[config.mk]
export PLATFORM = sky130hd
export DESIGN_NAME = video_timing_gen
export DESIGN_NICKNAME = d
export VERILOG_FILES = /design/src/rtl/video_timing_gen.sv
export SDC_FILE = /design/constraint.sdc
export NUM_CORES = 1
export LEC_CHECK = 0
export BUFFER_PORTS_ARGS = -buffer_cell sky130_fd_sc_hd__buf_2
export CORE_ASPECT_RATIO = 1.1
export CORE_UTILIZATION = 59
export DETAILED_ROUTE_END_ITERATION = 6
export HOLD_SLACK_MARGIN = 0.15
export PLACE_DENSITY = 0.86
export SYNTH_ARGS = -nofsm -noshare
export SYNTH_HDL_FRONTEND = slang
export SYNTH_SLANG_ARGS = --single-unit
[constraint.sdc]
create_clock -name clk25 -period 2.4 [get_ports clk25]
set_input_delay 0.12 -clock clk25 [delete_from_list [all_inputs] [get_ports clk25]]
set_output_delay 0.12 -clock clk25 [all_outputs]
set_load 0.02 [all_outputs]
[src/rtl/video_timing_gen.sv]
// Raster timing generator: HSYNC/VSYNC/DE plus pixel/line counters, with
// optional frame-lock of the output raster to an asynchronous source VSYNC.
module video_timing_gen #(
  parameter int H_ACTIVE    = 640,
  parameter int H_FRONT     = 16,
  parameter int H_SYNC      = 96,
  parameter int H_BACK      = 48,
  parameter int V_ACTIVE    = 480,
  parameter int V_FRONT     = 10,
  parameter int V_SYNC      = 2,
  parameter int V_BACK      = 33,
  parameter bit HS_POL      = 1'b0,
  parameter bit VS_POL      = 1'b0,
  parameter bit VSI_POL     = 1'b0,
  parameter int CNT_W       = 11,
  parameter bit LOCK_EN     = 1'b1,
  parameter int LOCK_VLINE  = 490,
  parameter int LOCK_FRAMES = 4
) (
  input  logic             clk25,
  input  logic             reset_n,
  input  logic             VSYNC_in,
  output logic             HSYNC_out,
  output logic             VSYNC_out,
  output logic             DE_out,
  output logic [CNT_W-1:0] H_cnt,
  output logic [CNT_W-1:0] V_cnt,
  output logic             frame_start,
  output logic             locked
);

  localparam int H_TOTAL   = H_ACTIVE + H_FRONT + H_SYNC + H_BACK;
  localparam int V_TOTAL   = V_ACTIVE + V_FRONT + V_SYNC + V_BACK;
  localparam int TMO_LINES = 2 * V_TOTAL;
  localparam int TMO_W     = $clog2(TMO_LINES + 1);
  localparam int STB_W     = $clog2(LOCK_FRAMES + 1);

  localparam logic [CNT_W-1:0] H_LAST   = CNT_W'(H_TOTAL - 1);
  localparam logic [CNT_W-1:0] H_ACT    = CNT_W'(H_ACTIVE);
  localparam logic [CNT_W-1:0] HS_FIRST = CNT_W'(H_ACTIVE + H_FRONT);
  localparam logic [CNT_W-1:0] HS_LAST  = CNT_W'(H_ACTIVE + H_FRONT + H_SYNC - 1);
  localparam logic [CNT_W-1:0] V_LAST   = CNT_W'(V_TOTAL - 1);
  localparam logic [CNT_W-1:0] V_ACT    = CNT_W'(V_ACTIVE);
  localparam logic [CNT_W-1:0] VS_FIRST = CNT_W'(V_ACTIVE + V_FRONT);
  localparam logic [CNT_W-1:0] VS_LAST  = CNT_W'(V_ACTIVE + V_FRONT + V_SYNC - 1);
  localparam logic [CNT_W-1:0] LOCK_V   = CNT_W'(LOCK_VLINE);
  localparam logic [TMO_W-1:0] TMO_MAX  = TMO_W'(TMO_LINES);
  localparam logic [STB_W-1:0] STB_MAX  = STB_W'(LOCK_FRAMES);

  logic [CNT_W-1:0] h_q, h_d;
  logic [CNT_W-1:0] v_q, v_d;
  logic [2:0]       vsi_q;
  logic             pending_q, pending_d;
  logic [STB_W-1:0] stable_q, stable_d;
  logic [TMO_W-1:0] tmo_q, tmo_d;
  logic             locked_d;

  logic             hsync_q, vsync_q, de_q, fs_q, locked_q;
  logic [CNT_W-1:0] hcnt_q, vcnt_q;

  logic             line_end;
  logic             apply;
  logic             vsi_edge;
  logic [CNT_W-1:0] v_inc;

  // stages 0/1 synchronise, stage 2 is the history bit for edge detection
  assign vsi_edge = LOCK_EN && (vsi_q[1] == VSI_POL) && (vsi_q[2] != VSI_POL);
  assign line_end = (h_q == H_LAST);
  assign apply    = line_end && pending_q;
  assign v_inc    = (v_q == V_LAST) ? '0 : v_q + 1'b1;

  always_comb begin
    h_d       = line_end ? '0 : h_q + 1'b1;
    v_d       = v_q;
    pending_d = pending_q;
    stable_d  = stable_q;
    tmo_d     = tmo_q;

    if (line_end) begin
      v_d = apply ? LOCK_V : v_inc;
    end

    // an edge arriving while a lock is already queued is absorbed
    if (apply) begin
      pending_d = 1'b0;
    end else if (vsi_edge) begin
      pending_d = 1'b1;
    end

    if (vsi_edge) begin
      tmo_d = '0;
    end else if (line_end && (tmo_q != TMO_MAX)) begin
      tmo_d = tmo_q + 1'b1;
    end

    // a lock that lands where the raster was going anyway counts as stable
    if (tmo_d == TMO_MAX) begin
      stable_d = '0;
    end else if (apply) begin
      if (v_inc == LOCK_V) begin
        if (stable_q != STB_MAX) begin
          stable_d = stable_q + 1'b1;
        end
      end else begin
        stable_d = '0;
      end
    end

    locked_d = LOCK_EN && (stable_d == STB_MAX);
  end

  always_ff @(posedge clk25) begin
    if (!reset_n) begin
      h_q       <= '0;
      v_q       <= '0;
      vsi_q     <= {3{~VSI_POL}};
      pending_q <= 1'b0;
      stable_q  <= '0;
      tmo_q     <= '0;
      hsync_q   <= ~HS_POL;
      vsync_q   <= ~VS_POL;
      de_q      <= 1'b0;
      hcnt_q    <= '0;
      vcnt_q    <= '0;
      fs_q      <= 1'b0;
      locked_q  <= 1'b0;
    end else begin
      h_q       <= h_d;
      v_q       <= v_d;
      vsi_q     <= {vsi_q[1:0], VSYNC_in};
      pending_q <= pending_d;
      stable_q  <= stable_d;
      tmo_q     <= tmo_d;
      hsync_q   <= ((h_q >= HS_FIRST) && (h_q <= HS_LAST)) ? HS_POL : ~HS_POL;
      vsync_q   <= ((v_q >= VS_FIRST) && (v_q <= VS_LAST)) ? VS_POL : ~VS_POL;
      de_q      <= (h_q < H_ACT) && (v_q < V_ACT);
      hcnt_q    <= h_q;
      vcnt_q    <= v_q;
      fs_q      <= (h_q == '0) && (v_q == '0);
      locked_q  <= locked_d;
    end
  end

  assign HSYNC_out   = hsync_q;
  assign VSYNC_out   = vsync_q;
  assign DE_out      = de_q;
  assign H_cnt       = hcnt_q;
  assign V_cnt       = vcnt_q;
  assign frame_start = fs_q;
  assign locked      = locked_q;

endmodule
* Word-level counts from Yosys, hierarchy flattened
Index checks and enable logic that the tools add are counted.
** Operators by class
- Reductions and logical operators :: 11
- Order comparisons :: 6
- Equality and inequality tests :: 7
- Add/sub/neg operators :: 4
- Bitwise gates (word level) :: 2
- Multiplexer cells :: 10
** Operators with widths (count)
- 11-bit 2-to-1 mux :: 4
- 11-bit by 1-bit adder with 11-bit output, second input constant :: 3
- 11-bit by 10-bit == test with 1-bit output, second input constant :: 2
- 11-bit logical NOT :: 2
- 3-bit 2-to-1 mux :: 4
- 11-bit == test, second input constant :: 1
- 11-bit by 9-bit == test with 1-bit output, second input constant :: 1
- 11-bit by 10-bit >= comparator with 1-bit output, second input constant :: 1
- 11-bit by 9-bit >= comparator with 1-bit output, second input constant :: 1
- 11-bit by 10-bit less-or-equal comparator with 1-bit output, second input constant :: 1
- 11-bit by 9-bit less-or-equal comparator with 1-bit output, second input constant :: 1
- 11-bit by 10-bit < comparator with 1-bit output, second input constant :: 1
- 11-bit by 9-bit < comparator with 1-bit output, second input constant :: 1
- 11-bit inequality test, second input constant :: 1
- 1-bit logical AND :: 7
- 2-bit OR reduction :: 2
- 3-bit by 1-bit adder with 3-bit output, second input constant :: 1
- 3-bit == test, second input constant :: 1
- 3-bit inequality test, second input constant :: 1
- 1-bit 2-to-1 mux :: 2
- 1-bit inverter :: 2
** Storage, ports and cells
- Register bits after elaboration :: 67
- Bits of input ports :: 3
- Output and inout port bits :: 27
- Word-level logic and storage cells :: 53

* Depth between registers and ports, before layout
- Depth after elaboration :: 7
- Gate-level depth with buffers :: 9
- Mapped depth without buffers :: 9

* Least setup slack after synthesis
Ideal clock, no wire load.
- Path type :: register to register
- Start point :: reg h_q[0]
- End point :: reg stable_q[1]
- Arrival :: 1.973 ns
- Library setup time :: 0.131 ns
- Setup slack :: 0.295 ns
- Cell stages (with the launch flop) :: 9
- Period minus slack after synthesis :: 2.105 ns
- Path buffers :: 0
- Cells stage by stage :: dfxtp_1 -> ha_1 -> and4_4 -> nand4_4 -> o31a_1 -> nor4_2 -> nand3_1 -> and4bb_4 -> nor3_1
** Between the ends
- Longest elaborated chain between the ends :: 6
- Elaborated cells on any way between the ends :: 8
** RTL lines
- start, declared :: RTL line 50 : logic [CNT_W-1:0] h_q, h_d;
- start signal, assigned :: RTL line 114 : h_q <= '0;
- start signal, assigned :: RTL line 128 : h_q <= h_d;
- 11-bit by 10-bit == test with 1-bit output (*) :: RTL line 68 : assign line_end = (h_q == H_LAST);
- 1-bit logical AND :: RTL line 92 : end else if (line_end && (tmo_q != TMO_MAX)) begin
- 11-bit 2-to-1 mux :: RTL line 92
- 11-bit 2-to-1 mux :: RTL line 90 : if (vsi_edge) begin
- 11-bit == test :: RTL line 97 : if (tmo_d == TMO_MAX) begin
- 3-bit 2-to-1 mux (*) :: RTL line 97
- end signal, assigned :: RTL line 132 : stable_q <= stable_d;
- end, declared :: RTL line 54 : logic [STB_W-1:0] stable_q, stable_d;
Mark *: on every way between the ends. The rest lies on a longest branch, timed or not.
A chain may end at the register's enable or synchronous reset.

* Worst setup path after layout
- Start point :: reg v_q[0]
- End point :: reg locked_q, in the netlist locked
** Between the ends
- Longest elaborated chain between the ends :: 7
- Elaborated cells on any way between the ends :: 8
** RTL lines
- start, declared :: RTL line 51 : logic [CNT_W-1:0] v_q, v_d;
- start signal, assigned :: RTL line 129 : v_q <= v_d;
- 11-bit by 1-bit adder with 11-bit output / 11-bit by 10-bit == test with 1-bit output (equally long branches) :: RTL line 70 : assign v_inc = (v_q == V_LAST) ? '0 : v_q + 1'b1;
- 11-bit 2-to-1 mux (*) :: RTL line 70
- 11-bit by 9-bit == test with 1-bit output (*) :: RTL line 100 : if (v_inc == LOCK_V) begin
- 3-bit 2-to-1 mux (*) :: RTL line 100
- 3-bit 2-to-1 mux (*) :: RTL line 99 : end else if (apply) begin
- 3-bit 2-to-1 mux (*) :: RTL line 97
- 3-bit == test (*) :: RTL line 109 : locked_d = LOCK_EN && (stable_d == STB_MAX);
- end signal, assigned :: RTL line 140 : locked_q <= locked_d;
- end, declared :: RTL line 58 : logic hsync_q, vsync_q, de_q, fs_q, locked_q;
Marked as above.

==> reports/metrics.csv <==
stage,metric,value,unit
timing,rsz0062_at_grt,true,
route,first_pass_iters,6,
cells_and_area,drive_gt1_share,20.9,%
clock_tree,cts.clk_slew.worst_paths,0.07,ns
die,ios,30,
clock_tree,clockRootBuffer,clkbuf_8,
yosys,avgSynthCellArea,9.01,sq um
yosys,yosysTopAreaCellShare,41.6,%
clock_tree,cts_tree,yes,
die,die-area,5770,sq um
place,placed_area,3420,sq um
route,via_per_inst,5.85,
die,coreArea,5130,sq um
grt,grt_pass1_wl,11900,microns
clock_tree,clk_path_buf_depth,2,
worst_hold_path,hp-class,in2reg,
die,dieHeight,79.6,microns
cells_and_area,layout_common_cells,"66 x dfxtp_1, 29 x and2_1, 29 x buf_2",
yosys,synth_edf_count,0,
route,drtIter0Drc,196,
timing,timing.hold.ws,0.158,ns
die,die-width,72.5,microns
die,start_util,62.8,%
pwr,vdd_drop_max,361,uV
worst_setup_path,rr_startpoint,v_q[0]$_SDFFE_PN0N_,
place,gp_congestion,0.941,
cells_and_area,layout.nets,400,
route,drcViolationCount,0,
grt,grt_max_degree,27,
cells_and_area,fin_area,3700,sq um
pwr,powerDensity,636,nW/um^2
yosys,ys.flop_type,dfxtp_1,
cells_and_area,multi_input_area,1720,sq um
place,io_buffers,29,
grt,grt_use_total,26.7,%
timing,finalHoldViolations,0,
clock_tree,postCtsSetupBuffers,0,
yosys,synth_cell_type_count,58,
cells_and_area,ff_latch_area,1340,sq um
job,maxCapViolCount,0,
yosys,syn_inst,358,
pwr,power_leakage,0.00141,uW
timing,period_minus_slack,2.30,ns
clock_tree,numCtsBuffers,9,
route,dr_total_vias,2719,
worst_setup_path,crit_arrival,2.53,ns
yosys,ys_seq_area_share,41.6,%
cells_and_area,final_cells,465,
worst_setup_path,crit_path_max_fanout,7,
cells_and_area,finish.utilization,72.0,%
worst_setup_path,critPathKind,reg2reg,
run_status,outcome,"complete, no violations",
timing,finalMaxSlewViolations,0,
timing,fin_skew,0.00776,ns
worst_hold_path,holdCritStartpoint,reset_n,
route,wl,6960,microns
place,place_hpwl,4760,microns
grt,grt_pass1_vias,2632,
worst_setup_path,crit_start,v_q[0]$_SDFFE_PN0N_,
clock_tree,ctsHtreeMaxLevel,3,
die,rows,27,
cells_and_area,antenna_cells,0,
timing,finalSetupViolCount,0,
worst_setup_path,cp-start-kind,flop,
cells_and_area,mostFrequentLayoutCell,dfxtp_1,
yosys,yosys-top-cells-area,"dfxtp_1 42%, and2_1 5.6%, o21ai_0 4.2%, ha_1 3.5%, nor2_1 2.7%",
route,drtAntennaViolNets,0,
worst_setup_path,crit_path_end_kind,flop,
yosys,synth.yosys.warnings,0,
place,place_ws,-0.0398,ns
yosys,yosysTopAreaCell,dfxtp_1,
timing,slew_headroom,68.3,%
grt,antenna_found_initial,0,
route,drt-wirelength-per-cell,15.0,microns
cells_and_area,syn2layout_area_growth,14.6,%
worst_setup_path,crit_required,2.64,ns
timing,min_period_over_period,95.6,%
yosys,syn_nets,370,
yosys,synth-async-reset-ratio,0,%
timing,fmax,436,MHz
clock_tree,clock_latency,0.35,ns
grt,grt_overflow_total,0,
timing,setup_ws,0.104,ns
yosys,netlist_area,3230,sq um
yosys,ys_ff_latch,67,
cells_and_area,n_fill_cell,392,
place,place_inst,448,
clock_tree,cts.sinks,67,
timing,tightestPinTransition,0.475,ns
-- cells by family after synthesis --
logic type                 after synthesis  share of synthesized area [%]
adders and majority gates                9                           3.49
buffers and inverters                   37                           5.59
xor gates and xnor gates                14                           3.80
DFF                                     67                           41.6
and+or+nand+nor                        162                           31.3
muxes                                    4                           1.24
AOI/OAI and AO/OA                       65                           13.0
-- what timing repair did --
| item | CTS | global route |
|---|---|---|
| hold buffers | 1 | 0 |
| hold endpoints to repair | 1 | 0 |
| gates resized for setup | 1 | 5 |
| setup endpoints to repair | 4 | 4 |
-- stage by stage --
step	TNS, ns	power (uW)
after floorplan	0	1200
after global placement	0	1220
after detailed placement	-0.0398	1220
after CTS	0	2360
after global routing	-0.101	2430
final	0	2350
-- per-layer routing --
metal / vias up / global-route usage (%) / wire length (microns)
met2: 103 / 44.1 / 3420
met1: 1271 / 31.8 / 2980
met4: 0 / 15.5 / 200
met3: 20 / 5.68 / 359
met5: - / 0 / 0
li1: 1325 / - / -
-- sequential cells by signal, summed over array words and instances (netlist names) --
signal and cells:
v_q 11, h_q 11, HSYNC_out 1, H_cnt 11, locked 1, VSYNC_out 1
DE_out 1, pending_q 1, vsi_q 3, V_cnt 11, frame_start 1, tmo_q 11
stable_q 3
-- final timing paths --
kind | end | slack [ns] | depth (start not counted)
min reg2reg | vsi_q[1]$_SDFF_PN1_ | 0.42 | 1
max | locked$_SDFF_PN0_ | 0.10 | 9
min | vsi_q[1]$_SDFF_PN1_ | 0.16 | 2
max reg2reg | locked$_SDFF_PN0_ | 0.10 | 9
-- cell type report --
type | instances | area share, %
Clock buffer | 10 | 3.72
Clock inverter | 6 | 3.05
Inverter | 14 | 1.42
Multi-Input combinational cell | 254 | 46.4
Sequential cell | 67 | 36.3
Tap cell | 72 | 2.44
Timing Repair Buffer | 42 | 6.63
-- worst max-delay path, stage by stage, from the launching register on --
cell	delay, ns
dfxtp_1	0.45
inv_1	0.11
ha_1	0.21
or4b_4	0.22
nor4_4	0.05
or2b_1	0.26
nor4b_2	0.40
a21boi_1	0.24
a21oi_1	0.07
nor4b_2	0.17
-- cells in the mapped netlist (all sizes together), types with 2 or more instances --
master	instances
a21boi	2
a21oi	16
a31oi	4
and2	29
and3	10
and4	5
buf	13
clkbuf	10
dfxtp	67
ha	9
inv	14
mux2i	4
nand2	20
nand2b	6
nand3	14
nand4	12
nor2	24
nor2b	2
nor3	11
nor3b	2
nor4	5
nor4b	8
o211ai	2
o21a	2
o21ai	27
o21ba	3
or3	5
xnor2	6
xor2	8
-- power by group --
part           leakage, uW  switching [uW]  internal [uW]
Combinational     0.000744            39.1           23.8
Sequential        0.000542            9.72           1120
Clock             0.000126             436            719
Note: power is estimated with default switching activity, not from simulation.
